$ cat src/rtl/umstr_axil_pkg.sv
// Shared definitions for the register-interface to AXI-Lite master bridge:
// response codes and the write/read channel state encodings.
package umstr_axil_pkg;

    localparam logic [1:0] AXI_RESP_OKAY   = 2'b00;
    localparam logic [1:0] AXI_RESP_SLVERR = 2'b10;

    typedef enum logic [1:0] {
        WR_IDLE = 2'd0,
        WR_XFER = 2'd1,
        WR_RESP = 2'd2,
        WR_ACK  = 2'd3
    } wr_state_t;

    typedef enum logic [1:0] {
        RD_IDLE = 2'd0,
        RD_ADDR = 2'd1,
        RD_RESP = 2'd2,
        RD_ACK  = 2'd3
    } rd_state_t;

    // Any response other than OKAY is reported to the requester as an error.
    function automatic logic resp_is_err(input logic [1:0] resp);
        return resp != AXI_RESP_OKAY;
    endfunction

endpackage

$ cat src/rtl/umstr_reg_if_axil_rd.sv
// Read channel: one register-interface read becomes one AR/R exchange.
// Read data is captured on the R handshake and held until the next read.
module umstr_reg_if_axil_rd
    import umstr_axil_pkg::*;
#(
    parameter int          DATA_WIDTH = 32,
    parameter int          ADDR_WIDTH = 32,
    parameter logic [2:0]  AXI_PROT   = 3'b000
) (
    input  logic                  clk,
    input  logic                  rst,

    input  logic [ADDR_WIDTH-1:0] reg_rd_addr,
    input  logic                  reg_rd_en,
    output logic [DATA_WIDTH-1:0] reg_rd_data,
    output logic                  reg_rd_wait,
    output logic                  reg_rd_ack,
    output logic                  reg_rd_err,

    output logic [ADDR_WIDTH-1:0] m_axil_araddr,
    output logic [2:0]            m_axil_arprot,
    output logic                  m_axil_arvalid,
    input  logic                  m_axil_arready,
    input  logic [DATA_WIDTH-1:0] m_axil_rdata,
    input  logic [1:0]            m_axil_rresp,
    input  logic                  m_axil_rvalid,
    output logic                  m_axil_rready
);

    rd_state_t             state_reg, state_next;
    logic [ADDR_WIDTH-1:0] araddr_reg, araddr_next;
    logic [DATA_WIDTH-1:0] rdata_reg, rdata_next;
    logic                  arvalid_reg, arvalid_next;
    logic                  rready_reg, rready_next;
    logic                  wait_reg, wait_next;
    logic                  ack_reg, ack_next;
    logic                  err_reg, err_next;

    always_ff @(posedge clk) begin
        if (rst) begin
            state_reg   <= RD_IDLE;
            araddr_reg  <= '0;
            rdata_reg   <= '0;
            arvalid_reg <= 1'b0;
            rready_reg  <= 1'b0;
            wait_reg    <= 1'b0;
            ack_reg     <= 1'b0;
            err_reg     <= 1'b0;
        end else begin
            state_reg   <= state_next;
            araddr_reg  <= araddr_next;
            rdata_reg   <= rdata_next;
            arvalid_reg <= arvalid_next;
            rready_reg  <= rready_next;
            wait_reg    <= wait_next;
            ack_reg     <= ack_next;
            err_reg     <= err_next;
        end
    end

    always_comb begin
        state_next   = state_reg;
        araddr_next  = araddr_reg;
        rdata_next   = rdata_reg;
        arvalid_next = arvalid_reg;
        rready_next  = rready_reg;
        wait_next    = wait_reg;
        ack_next     = 1'b0;
        err_next     = 1'b0;

        case (state_reg)
            RD_IDLE: begin
                if (reg_rd_en) begin
                    araddr_next  = reg_rd_addr;
                    arvalid_next = 1'b1;
                    wait_next    = 1'b1;
                    state_next   = RD_ADDR;
                end
            end
            RD_ADDR: begin
                if (m_axil_arready) begin
                    arvalid_next = 1'b0;
                    rready_next  = 1'b1;
                    state_next   = RD_RESP;
                end
            end
            RD_RESP: begin
                if (m_axil_rvalid && rready_reg) begin
                    rready_next = 1'b0;
                    rdata_next  = m_axil_rdata;
                    err_next    = resp_is_err(m_axil_rresp);
                    ack_next    = 1'b1;
                    wait_next   = 1'b0;
                    state_next  = RD_ACK;
                end
            end
            RD_ACK: begin
                state_next = RD_IDLE;
            end
            default: begin
                state_next = RD_IDLE;
            end
        endcase
    end

    assign m_axil_araddr  = araddr_reg;
    assign m_axil_arprot  = AXI_PROT;
    assign m_axil_arvalid = arvalid_reg;
    assign m_axil_rready  = rready_reg;
    assign reg_rd_data    = rdata_reg;
    assign reg_rd_wait    = wait_reg;
    assign reg_rd_ack     = ack_reg;
    assign reg_rd_err     = err_reg;

endmodule

$ cat src/rtl/umstr_reg_if_axil_wr.sv
// Write channel: one register-interface write becomes one AW/W/B exchange.
// AW and W handshakes are tracked independently and may finish in any order.
module umstr_reg_if_axil_wr
    import umstr_axil_pkg::*;
#(
    parameter int          DATA_WIDTH = 32,
    parameter int          ADDR_WIDTH = 32,
    parameter int          STRB_WIDTH = DATA_WIDTH / 8,
    parameter logic [2:0]  AXI_PROT   = 3'b000
) (
    input  logic                  clk,
    input  logic                  rst,

    input  logic [ADDR_WIDTH-1:0] reg_wr_addr,
    input  logic [DATA_WIDTH-1:0] reg_wr_data,
    input  logic [STRB_WIDTH-1:0] reg_wr_strb,
    input  logic                  reg_wr_en,
    output logic                  reg_wr_wait,
    output logic                  reg_wr_ack,
    output logic                  reg_wr_err,

    output logic [ADDR_WIDTH-1:0] m_axil_awaddr,
    output logic [2:0]            m_axil_awprot,
    output logic                  m_axil_awvalid,
    input  logic                  m_axil_awready,
    output logic [DATA_WIDTH-1:0] m_axil_wdata,
    output logic [STRB_WIDTH-1:0] m_axil_wstrb,
    output logic                  m_axil_wvalid,
    input  logic                  m_axil_wready,
    input  logic [1:0]            m_axil_bresp,
    input  logic                  m_axil_bvalid,
    output logic                  m_axil_bready
);

    wr_state_t             state_reg, state_next;
    logic [ADDR_WIDTH-1:0] awaddr_reg, awaddr_next;
    logic [DATA_WIDTH-1:0] wdata_reg, wdata_next;
    logic [STRB_WIDTH-1:0] wstrb_reg, wstrb_next;
    logic                  awvalid_reg, awvalid_next;
    logic                  wvalid_reg, wvalid_next;
    logic                  bready_reg, bready_next;
    logic                  wait_reg, wait_next;
    logic                  ack_reg, ack_next;
    logic                  err_reg, err_next;

    logic aw_done;
    logic w_done;

    // A channel counts as done once its valid has dropped or it handshakes now.
    assign aw_done = !awvalid_reg || m_axil_awready;
    assign w_done  = !wvalid_reg  || m_axil_wready;

    always_ff @(posedge clk) begin
        if (rst) begin
            state_reg   <= WR_IDLE;
            awaddr_reg  <= '0;
            wdata_reg   <= '0;
            wstrb_reg   <= '0;
            awvalid_reg <= 1'b0;
            wvalid_reg  <= 1'b0;
            bready_reg  <= 1'b0;
            wait_reg    <= 1'b0;
            ack_reg     <= 1'b0;
            err_reg     <= 1'b0;
        end else begin
            state_reg   <= state_next;
            awaddr_reg  <= awaddr_next;
            wdata_reg   <= wdata_next;
            wstrb_reg   <= wstrb_next;
            awvalid_reg <= awvalid_next;
            wvalid_reg  <= wvalid_next;
            bready_reg  <= bready_next;
            wait_reg    <= wait_next;
            ack_reg     <= ack_next;
            err_reg     <= err_next;
        end
    end

    always_comb begin
        state_next   = state_reg;
        awaddr_next  = awaddr_reg;
        wdata_next   = wdata_reg;
        wstrb_next   = wstrb_reg;
        awvalid_next = awvalid_reg;
        wvalid_next  = wvalid_reg;
        bready_next  = bready_reg;
        wait_next    = wait_reg;
        ack_next     = 1'b0;
        err_next     = 1'b0;

        case (state_reg)
            WR_IDLE: begin
                if (reg_wr_en) begin
                    awaddr_next  = reg_wr_addr;
                    wdata_next   = reg_wr_data;
                    wstrb_next   = reg_wr_strb;
                    awvalid_next = 1'b1;
                    wvalid_next  = 1'b1;
                    wait_next    = 1'b1;
                    state_next   = WR_XFER;
                end
            end
            WR_XFER: begin
                if (awvalid_reg && m_axil_awready) begin
                    awvalid_next = 1'b0;
                end
                if (wvalid_reg && m_axil_wready) begin
                    wvalid_next = 1'b0;
                end
                if (aw_done && w_done) begin
                    bready_next = 1'b1;
                    state_next  = WR_RESP;
                end
            end
            WR_RESP: begin
                if (m_axil_bvalid && bready_reg) begin
                    bready_next = 1'b0;
                    err_next    = resp_is_err(m_axil_bresp);
                    ack_next    = 1'b1;
                    wait_next   = 1'b0;
                    state_next  = WR_ACK;
                end
            end
            WR_ACK: begin
                state_next = WR_IDLE;
            end
            default: begin
                state_next = WR_IDLE;
            end
        endcase
    end

    assign m_axil_awaddr  = awaddr_reg;
    assign m_axil_awprot  = AXI_PROT;
    assign m_axil_awvalid = awvalid_reg;
    assign m_axil_wdata   = wdata_reg;
    assign m_axil_wstrb   = wstrb_reg;
    assign m_axil_wvalid  = wvalid_reg;
    assign m_axil_bready  = bready_reg;
    assign reg_wr_wait    = wait_reg;
    assign reg_wr_ack     = ack_reg;
    assign reg_wr_err     = err_reg;

endmodule

$ cat src/rtl/umstr_reg_if_axil.sv
// Register-interface to AXI-Lite master bridge; the write and read channels
// are fully independent engines sharing only clock and reset.
module umstr_reg_if_axil
    import umstr_axil_pkg::*;
#(
    parameter int          DATA_WIDTH = 32,
    parameter int          ADDR_WIDTH = 32,
    parameter int          STRB_WIDTH = DATA_WIDTH / 8,
    parameter logic [2:0]  AXI_PROT   = 3'b000
) (
    input  logic                  clk,
    input  logic                  rst,

    input  logic [ADDR_WIDTH-1:0] reg_wr_addr,
    input  logic [DATA_WIDTH-1:0] reg_wr_data,
    input  logic [STRB_WIDTH-1:0] reg_wr_strb,
    input  logic                  reg_wr_en,
    output logic                  reg_wr_wait,
    output logic                  reg_wr_ack,
    output logic                  reg_wr_err,

    input  logic [ADDR_WIDTH-1:0] reg_rd_addr,
    input  logic                  reg_rd_en,
    output logic [DATA_WIDTH-1:0] reg_rd_data,
    output logic                  reg_rd_wait,
    output logic                  reg_rd_ack,
    output logic                  reg_rd_err,

    output logic [ADDR_WIDTH-1:0] m_axil_awaddr,
    output logic [2:0]            m_axil_awprot,
    output logic                  m_axil_awvalid,
    input  logic                  m_axil_awready,
    output logic [DATA_WIDTH-1:0] m_axil_wdata,
    output logic [STRB_WIDTH-1:0] m_axil_wstrb,
    output logic                  m_axil_wvalid,
    input  logic                  m_axil_wready,
    input  logic [1:0]            m_axil_bresp,
    input  logic                  m_axil_bvalid,
    output logic                  m_axil_bready,
    output logic [ADDR_WIDTH-1:0] m_axil_araddr,
    output logic [2:0]            m_axil_arprot,
    output logic                  m_axil_arvalid,
    input  logic                  m_axil_arready,
    input  logic [DATA_WIDTH-1:0] m_axil_rdata,
    input  logic [1:0]            m_axil_rresp,
    input  logic                  m_axil_rvalid,
    output logic                  m_axil_rready
);

    umstr_reg_if_axil_wr #(
        .DATA_WIDTH (DATA_WIDTH),
        .ADDR_WIDTH (ADDR_WIDTH),
        .STRB_WIDTH (STRB_WIDTH),
        .AXI_PROT   (AXI_PROT)
    ) u_wr (
        .clk            (clk),
        .rst            (rst),
        .reg_wr_addr    (reg_wr_addr),
        .reg_wr_data    (reg_wr_data),
        .reg_wr_strb    (reg_wr_strb),
        .reg_wr_en      (reg_wr_en),
        .reg_wr_wait    (reg_wr_wait),
        .reg_wr_ack     (reg_wr_ack),
        .reg_wr_err     (reg_wr_err),
        .m_axil_awaddr  (m_axil_awaddr),
        .m_axil_awprot  (m_axil_awprot),
        .m_axil_awvalid (m_axil_awvalid),
        .m_axil_awready (m_axil_awready),
        .m_axil_wdata   (m_axil_wdata),
        .m_axil_wstrb   (m_axil_wstrb),
        .m_axil_wvalid  (m_axil_wvalid),
        .m_axil_wready  (m_axil_wready),
        .m_axil_bresp   (m_axil_bresp),
        .m_axil_bvalid  (m_axil_bvalid),
        .m_axil_bready  (m_axil_bready)
    );

    umstr_reg_if_axil_rd #(
        .DATA_WIDTH (DATA_WIDTH),
        .ADDR_WIDTH (ADDR_WIDTH),
        .AXI_PROT   (AXI_PROT)
    ) u_rd (
        .clk            (clk),
        .rst            (rst),
        .reg_rd_addr    (reg_rd_addr),
        .reg_rd_en      (reg_rd_en),
        .reg_rd_data    (reg_rd_data),
        .reg_rd_wait    (reg_rd_wait),
        .reg_rd_ack     (reg_rd_ack),
        .reg_rd_err     (reg_rd_err),
        .m_axil_araddr  (m_axil_araddr),
        .m_axil_arprot  (m_axil_arprot),
        .m_axil_arvalid (m_axil_arvalid),
        .m_axil_arready (m_axil_arready),
        .m_axil_rdata   (m_axil_rdata),
        .m_axil_rresp   (m_axil_rresp),
        .m_axil_rvalid  (m_axil_rvalid),
        .m_axil_rready  (m_axil_rready)
    );

endmodule

$ cat config.mk
export PLATFORM = sky130hd
export DESIGN_NAME = umstr_reg_if_axil
export DESIGN_NICKNAME = d
export VERILOG_FILES = /design/src/rtl/umstr_axil_pkg.sv /design/src/rtl/umstr_reg_if_axil_rd.sv /design/src/rtl/umstr_reg_if_axil_wr.sv /design/src/rtl/umstr_reg_if_axil.sv
export SDC_FILE = /design/constraint.sdc
export NUM_CORES = 1
export LEC_CHECK = 0
export ABC_AREA = 1
export CORE_ASPECT_RATIO = 0.8
export CORE_MARGIN = 2
export CORE_UTILIZATION = 42
export CTS_CLUSTER_DIAMETER = 100
export CTS_CLUSTER_SIZE = 25
export DETAILED_ROUTE_END_ITERATION = 6
export PLACE_DENSITY = 0.86
export SLEW_MARGIN = 20
export SYNTH_ARGS = -nofsm -noshare
export SYNTH_HDL_FRONTEND = slang
export SYNTH_SLANG_ARGS = --single-unit
$ cat constraint.sdc
create_clock -name clk -period 2.6 [get_ports clk]
set_input_delay 0.52 -clock clk [delete_from_list [all_inputs] [get_ports clk]]
set_output_delay 0.52 -clock clk [all_outputs]
set_load 0.01 [all_outputs]
======== Yosys cells after proc, flatten, opt, wreduce, memory -nomap -nowiden ========
Cells that the tools add are included.
operators by class
  bitwise gates (word level) .............. 4
  equality and inequality tests ........... 14
  multiplexer cells ....................... 26
  reductions and logical operators ........ 35
operators with widths
  kind                                                   number
  AND reduction 3 bit                                    9
  case mux 2 bit (4 select lines)                        2
  nonzero test 2 bit                                     8
  case mux 1 bit (2 select lines)                        7
  2-to-1 mux 2 bit                                       6
  2-to-1 mux 1 bit                                       11
  inequality test 2 x 1 -> 1 bit, second input constant  5
  equality test 2 bit, second input constant             4
  inequality test 2 bit, second input constant           3
  AND reduction 2 bit                                    3
  OR reduction 3 bit                                     2
  logical AND 1 bit                                      5
  equality test 2 x 1 -> 1 bit, second input constant    2
  logical NOT 2 bit                                      2
  inverter 1 bit                                         4
  OR reduction 2 bit                                     2
  logical NOT 1 bit                                      2
  logical OR 1 bit                                       2
storage, ports and cells
  register bits ........................... 147
  output and inout port bits .............. 149
  input bits .............................. 145

======== Longest topological paths before layout ========
Gate-level depths: netlist of the first run.
  word-level depth ........................ 5
  depth in mapped cells ................... 8
  depth with buffers taken out ............ 8

======== By module ========
Synthesis of the first run repeated with hierarchy kept, for this count alone.
unflattened totals
  cells, all modules ...................... 680
  area total of the unflattened synthesis .. 5357.6 µm²
modules (own cells, without submodules)
  module                area each (µm²)  cells each  instances
  umstr_reg_if_axil_wr  2728.9           352         1
  umstr_reg_if_axil_rd  2628.8           328         1

======== Worst setup path after synthesis of the first run ========
OpenSTA, ideal clock, no wires.
  kind .................................... register to register
  start ................................... register u_wr.state_reg[0]
  end ..................................... register u_wr.wdata_reg[14] (netlist: u_wr.m_axil_wdata[14])
  arrival time ............................ 1211 ps
  clock period less this slack ............ 1326 ps
  cell stages (with the launch flop) ...... 9
  setup time .............................. 116 ps
  setup slack ............................. 1274 ps
  data required time ...................... 2484 ps
  path buffers ............................ 2
  cells stage by stage .................... dfxtp_1 inv_1 ha_1 nand2_2 clkinv_2 buf_6 buf_6 nor2_1 nor2_1
on the way
  cells in the longest elaborated chain, start to end .. 2
RTL lines
  what                                  RTL line                    source
  start, declared                       umstr_reg_if_axil_wr.sv:35  wr_state_t state_reg, state_next;
  start signal, assigned                umstr_reg_if_axil_wr.sv:66  state_reg <= state_next;
  logical NOT 2 bit                     umstr_reg_if_axil_wr.sv:91  case (state_reg)
  AND reduction 2 bit (no source line)  --
  end signal, assigned                  umstr_reg_if_axil_wr.sv:68  wdata_reg <= wdata_next;
  end, declared                         umstr_reg_if_axil_wr.sv:37  logic [DATA_WIDTH-1:0] wdata_reg, wdata_next;
No other way between the ends.
A chain may end at the register's enable or synchronous reset.

======== Worst setup path in the final report of the first run ========
  start ................................... register u_rd.rdata_reg[5] (netlist: u_rd.reg_rd_data[5])
  end ..................................... output reg_rd_data[5]
RTL lines
  what                    RTL line                    source
  start, declared         umstr_reg_if_axil_rd.sv:32  logic [DATA_WIDTH-1:0] rdata_reg, rdata_next;
  start signal, assigned  umstr_reg_if_axil_rd.sv:52  rdata_reg <= rdata_next;
  end, declared           umstr_reg_if_axil.sv:24     output logic [DATA_WIDTH-1:0] reg_rd_data,
No word-level cell between the ends.

==> impl_metrics.env, run 1 <==
export IMPL_syn_avg_cell_area_um2=7.88
export IMPL_die_w_um=130
export IMPL_fin_crit_ns=1.88
export IMPL_tritoncts="built"
export IMPL_period_share_pct=72.4
export IMPL_port_buffers=287
export IMPL_r2r_cells=7
export IMPL_hold_viol_final=0
export IMPL_drt_iter0_markers=280
export IMPL_crit_slowest_cell="clkdlybuf4s50_1"
export IMPL_syn_instance_count=680
export IMPL_grt_max_degree=71
export IMPL_dp_cells=1104
export IMPL_wl_um=16100
export IMPL_yosysWarnings=0
export IMPL_grtUsageTotal_pct=23.0
export IMPL_syn_cell_area_um2=5360
export IMPL_yosysSeqAreaShare_pct=54.9
export IMPL_slew_headroom_pct=63.3
export IMPL_dieHeight_um=105
export IMPL_ant_nets=0
export IMPL_ctsResizeCount=0
export IMPL_required_ns=2.08
export IMPL_io_pin_count=294
export IMPL_drv_cap=0
export IMPL_fin_skew_ns=0.0165
export IMPL_path_max_fanout=2
export IMPL_first_pass_iters=5
export IMPL_drc=0
export IMPL_cts_sinks=147
export IMPL_crit_arrival_ns=1.36
export IMPL_routed_via_density=4.66
export IMPL_area_growth_pct=65.7
export IMPL_start_util_pct=43.6
export IMPL_insertion_delay_ns=0.41
export IMPL_crit_type="reg2out"
export IMPL_grt_ovfl_total=0
export IMPL_crit_path_start_kind="flip-flop"
export IMPL_cts_root_buf="clkbuf_16"
export IMPL_p_leak_nw=3.60
export IMPL_ys_types=23
export IMPL_clk_path_buf_depth=2
export IMPL_layout_nets=1104
export IMPL_tightest_slew_ns=0.549
export IMPL_n_antenna_cell=0
export IMPL_peakVddDrop_uv=821
export IMPL_status="finished clean"
export IMPL_hold_path_class="reg2reg"
export IMPL_grt_pass1_vias=5005
export IMPL_crit_family="buffers and inverters"
export IMPL_slew_violations=0
export IMPL_antenna_found_initial=0
export IMPL_reg2reg_to="u_wr.m_axil_awaddr[18]"
export IMPL_crit_chain="clkdlybuf4s50_1"
export IMPL_holdBufCountCts=0
export IMPL_fmax_mhz=531
export IMPL_rsz0062_at_grt="no"
export IMPL_vias=5293
export IMPL_cts_setup_buffers=0
export IMPL_hold_ws_ns=0.476
export IMPL_cts_clk_slew_worst_paths_ns=0.06
export IMPL_crit_buf_inv=1
export IMPL_design_area_um2=8880
export IMPL_placed_cell_area_um2=8270
export IMPL_setup_viol=0
export IMPL_critPathMaxStageDelay_ns=0.58
export IMPL_r2r_setup_slack_ns=0.92
export IMPL_finalSetupTns_ns=0
export IMPL_globalplace_congestion=0.787
export IMPL_min_to="u_wr.m_axil_wdata[31]"
export IMPL_cts_buffers_inserted=17
export IMPL_htree_levels=4
export IMPL_grt_pass1_wl_um=24700
export IMPL_place_hpwl_um=11400
export IMPL_instances_no_fill=1135
export IMPL_wl_per_cell_um=14.2
export IMPL_die_area_um2=13700
export IMPL_drive_above_1_share_pct=4.88
export IMPL_core_area_um2=12300
export IMPL_min_path_cells=2
export IMPL_fp_row_count=36
export IMPL_power_density_nw_per_um2=962
export IMPL_endpoint_kind="output port"
export IMPL_min_from="u_wr.m_axil_wdata[31]"
export IMPL_worstReg2RegStart="u_wr.state_reg[0]"
export IMPL_yosys_register_bits=147
logic make-up (layout without fill, tap and decap cells):
| family | after synthesis | after routing | share of synthesized area, % |
|---|---|---|---|
| other | 1 | 6 | 0.0699 |
| DFF | 147 | 147 | 54.9 |
| AOI/OAI and AO/OA | 152 | 152 | 14.4 |
| adders and majority gates | 7 | 7 | 1.63 |
| buffers and inverters | 65 | 344 | 7.07 |
| and+or+nand+nor | 308 | 308 | 21.9 |
through the flow:
stage | worst slack, ns | util (%) | power [mW]
floorplan | 1.27 | - | 4.59
global placement | 0.676 | 67.2 | 5.99
detailed placement | 0.644 | 67.2 | 6.06
CTS | 0.695 | 72.3 | 8.61
global route | 0.652 | 72.3 | 9.07
finish | 0.717 | 72.3 | 8.55
tightest hold or removal path, cell delays in order, from the launching register on:
cell	delay (ns)
dfxtp_1	0.32
nor2_1	0.05
nor2_1	0.08
worst max path at each step:
stage	startpoint	slack [ns]	end	depth (start not counted)
finish	u_rd.reg_rd_data[5]	0.72	reg_rd_data[5]	1
global route	u_rd.reg_rd_data[5]	0.65	reg_rd_data[5]	1
CTS	u_rd.reg_rd_data[5]	0.69	reg_rd_data[5]	1
detailed placement	rst	0.64	u_wr.reg_wr_err	6
global placement	rst	0.68	u_wr.reg_wr_err	6
floorplan	u_wr.state_reg[0]	1.27	u_wr.m_axil_wdata[14]	8
power breakdown:
group	internal [mW]	switching (mW)	total (mW)
clock	1.59	0.931	2.52
sequential	2.78	0.278	3.06
combinational	1.49	1.47	2.96
total	5.87	2.68	8.55
metal layers:
metal / routed length [µm] / up-vias / track usage [%]
met5: 0 / - / 0
met4: 280 / 0 / 6.45
met3: 1440 / 20 / 9.32
met2: 7810 / 187 / 40.0
met1: 6550 / 2378 / 25.6
li1: - / 2708 / -
cell usage after synthesis:
cell,n,share of area [%]
inv_2,5,0.35
clkbuf_1,1,0.070
buf_4,18,2.5
conb_1,1,0.070
o21a_1,2,0.28
ha_1,7,1.6
nand3_1,5,0.47
a31oi_1,2,0.23
a21oi_1,9,0.84
a21boi_0,1,0.14
inv_1,12,0.84
o21ai_0,13,1.2
nor2_4,1,0.21
dfxtp_1,147,55
o21ai_1,124,12
nand2_2,1,0.12
o211ai_1,1,0.14
buf_6,5,1.1
nor2_2,1,0.12
buf_2,23,2.1
nand2_1,27,1.9
clkinv_2,1,0.093
nor2_1,273,19
cell usage in the layout, fill, tap and decap left out, types with 3 or more instances in the layout:
cell	netlist	routed
conb_1	1	6
bufinv_16	0	3
a21oi_1	9	9
buf_12	0	4
nand2_1	27	27
nand3_1	5	5
buf_4	18	4
clkbuf_16	0	17
inv_1	12	12
clkdlybuf4s50_1	0	287
inv_6	0	3
nor2_1	273	273
clkbuf_8	0	3
inv_2	5	4
o21ai_1	124	124
clkinv_2	1	3
ha_1	7	7
dfxtp_1	147	147
o21ai_0	13	13
cell type report:
cell class                 instances  area, µm²
clock buffer                      21        470
clock inverter                    10        146
fill                             959       3410
inverter                          18       70.1
multi-input combinational        473       2060
sequential                       147       2940
tap                              171        214
timing repair buffer             295       2980
No activity file was read; power rests on OpenSTA's default activity.
==> run 2: changes to the inputs <==
--- a/config.mk
+++ b/config.mk
@@ -8,11 +8,11 @@
 export ABC_AREA = 1
 export CORE_ASPECT_RATIO = 0.8
 export CORE_MARGIN = 2
-export CORE_UTILIZATION = 42
+export CORE_UTILIZATION = 35
 export CTS_CLUSTER_DIAMETER = 100
 export CTS_CLUSTER_SIZE = 25
 export DETAILED_ROUTE_END_ITERATION = 6
-export PLACE_DENSITY = 0.86
+export PLACE_DENSITY = 0.76
 export SLEW_MARGIN = 20
 export SYNTH_ARGS = -nofsm -noshare
 export SYNTH_HDL_FRONTEND = slang
==> constraint.sdc (replaced) <==
create_clock -name clk -period 1.6 [get_ports clk]
set_input_delay 0.32 -clock clk [delete_from_list [all_inputs] [get_ports clk]]
set_output_delay 0.32 -clock clk [all_outputs]
set_load 0.01 [all_outputs]
==> impl_metrics.env, run 2 (synthesized netlist as in run 1, its figures left out) <==
export IMPL_status="finished clean"
export IMPL_power_density_nw_per_um2=1530
export IMPL_crit_chain="inv_1 -> ha_2 -> nand2_4 -> buf_12 -> buf_12 -> o21ai_1 -> nor2_1"
export IMPL_layout_nets=1125
export IMPL_drv_cap=0
export IMPL_start_util_pct=35.7
export IMPL_wl_um=16200
export IMPL_layout_common_cells="nor2_1, dfxtp_1, clkdlybuf4s50_1, dlygate4sd2_1, o21ai_1"
export IMPL_insertion_delay_ns=0.41
export IMPL_hold_viol_final=0
export IMPL_grt_pass1_vias=5060
export IMPL_routed_via_density=4.54
export IMPL_port_buffers=287
export IMPL_hold_path_class="reg2reg"
export IMPL_period_share_pct=90.0
export IMPL_htree_levels=4
export IMPL_power_frac_comb_pct=33.3
export IMPL_clk_path_buf_depth=2
export IMPL_drt_iter0_markers=208
export IMPL_first_pass_iters=4
export IMPL_dieHeight_um=115
export IMPL_cpMostUsedCell="buf_12"
export IMPL_rsz0062_at_grt="no"
export IMPL_grt_ovfl_total=0
export IMPL_core_area_um2=15000
export IMPL_cts_sinks=147
export IMPL_fin_crit_ns=1.44
export IMPL_fp_row_count=40
export IMPL_drc=0
export IMPL_cts_clk_slew_worst_paths_ns=0.06
export IMPL_critPathMaxStageDelay_ns=0.32
export IMPL_cts_setup_buffers=0
export IMPL_setup_viol=0
export IMPL_cts_buffers_inserted=17
export IMPL_finalSetupTns_ns=0
export IMPL_hold_ws_ns=0.461
export IMPL_wl_per_cell_um=13.8
export IMPL_antenna_found_initial=0
export IMPL_grt_max_degree=71
export IMPL_slew_violations=0
export IMPL_layout_commonest_cell="nor2_1"
export IMPL_p_int_mw=9.30
export IMPL_peakVddDrop_uv=865
export IMPL_vias=5333
export IMPL_p_seq_share_pct=35.8
export IMPL_grt_util_met1_pct=23.2
export IMPL_grt_pass1_wl_um=24800
export IMPL_fin_skew_ns=0.00897
export IMPL_path_max_fanout=24
export IMPL_tritoncts="built"
export IMPL_switching_share_pct=32.5
export IMPL_crit_arrival_ns=1.74
export IMPL_io_pin_count=294
export IMPL_fmax_mhz=694
export IMPL_ant_nets=0
export IMPL_holdBufCountCts=0
export IMPL_area_growth_pct=68.2
export IMPL_die_area_um2=16300
export IMPL_required_ns=1.90
export IMPL_place_hpwl_um=11800
export IMPL_busiest_layer="met2"
export IMPL_globalplace_congestion=0.763
export IMPL_switchingPower_mw=4.48
export IMPL_die_w_um=142
export IMPL_endpoint_kind="flip-flop"
export IMPL_grtUsageTotal_pct=19.1
export IMPL_cts_root_buf="clkbuf_16"
export IMPL_crit_path_start_kind="flip-flop"
export IMPL_drive_above_1_share_pct=7.10
export IMPL_p_clk_share_pct=31.0
export IMPL_crit_type="reg2reg"
export IMPL_n_antenna_cell=0
export IMPL_crit_slowest_cell="dfxtp_1"
export IMPL_grt_util_met3_pct=7.40
export IMPL_grt_met2_usage_pct=31.9
export IMPL_p_leak_nw=4.33
[run 2: final cells by class]
class	instances	area (µm²)
Clock buffer	18	429
Clock inverter	14	199
Fill cell	1376	6000
Inverter	18	71.3
Multi-Input combinational cell	473	2070
Sequential cell	147	2940
Tap cell	189	236
Timing Repair Buffer	316	3070
[run 2: final timing paths]
path	slack [ns]	cells past startpoint	endpoint	from
max	0.16	7	u_wr.m_axil_wdata[1]	u_wr.state_reg[0]
min	0.46	2	u_rd.reg_rd_wait	u_rd.reg_rd_wait
max reg2reg	0.16	7	u_wr.m_axil_wdata[1]	u_wr.state_reg[0]
min reg2reg	0.46	2	u_rd.reg_rd_wait	u_rd.reg_rd_wait
[run 2: power by group through the flow]
stage / combinational [mW] / sequential, mW / clock (mW)
floorplan: 2.06 / 5.39 / 0
global placement: 5.02 / 5.00 / 0
detailed placement: 5.07 / 5.04 / 0
CTS: 4.55 / 4.93 / 4.34
global route: 5.07 / 5.03 / 4.51
finish: 4.58 / 4.93 / 4.26
[run 2: worst max-delay path: cells and delay by family, from the launching register on]
kind	cells	cell delay, ns
AOI/OAI and AO/OA	1	0.15
adders and majority gates	1	0.24
buffers and inverters	3	0.43
DFF	1	0.32
and+or+nand+nor	2	0.17
[run 2: repair_timing]
item	in CTS	in global routing
setup endpoints to repair	141	61
pin swaps	0	0
gates cloned	0	1
resized for setup	141	5
hold endpoints to repair	0	0
[run 2: layer usage]
layer	part of all wire [%]	vias up
met1	45	2376
met2	46	186
met3	8.1	12
met4	0.86	0
li1	-	2759
met5	0	-
[run 2: per-stage QoR]
step           util, %  worst slack [ns]  power (mW)  cells  cell area (µm²)
3_3_place_gp      56.8            0.0414        10.0   1142             8530
2_1_floorplan        -             0.274        7.45    685             5380
3_5_place_dp      56.8           0.00191        10.1   1142             8530
4_1_cts           59.8           0.00641        13.8   1174             8980
5_1_grt           60.1            0.0557        14.6   1175             9020
6_report          60.1             0.160        13.8   1175             9020
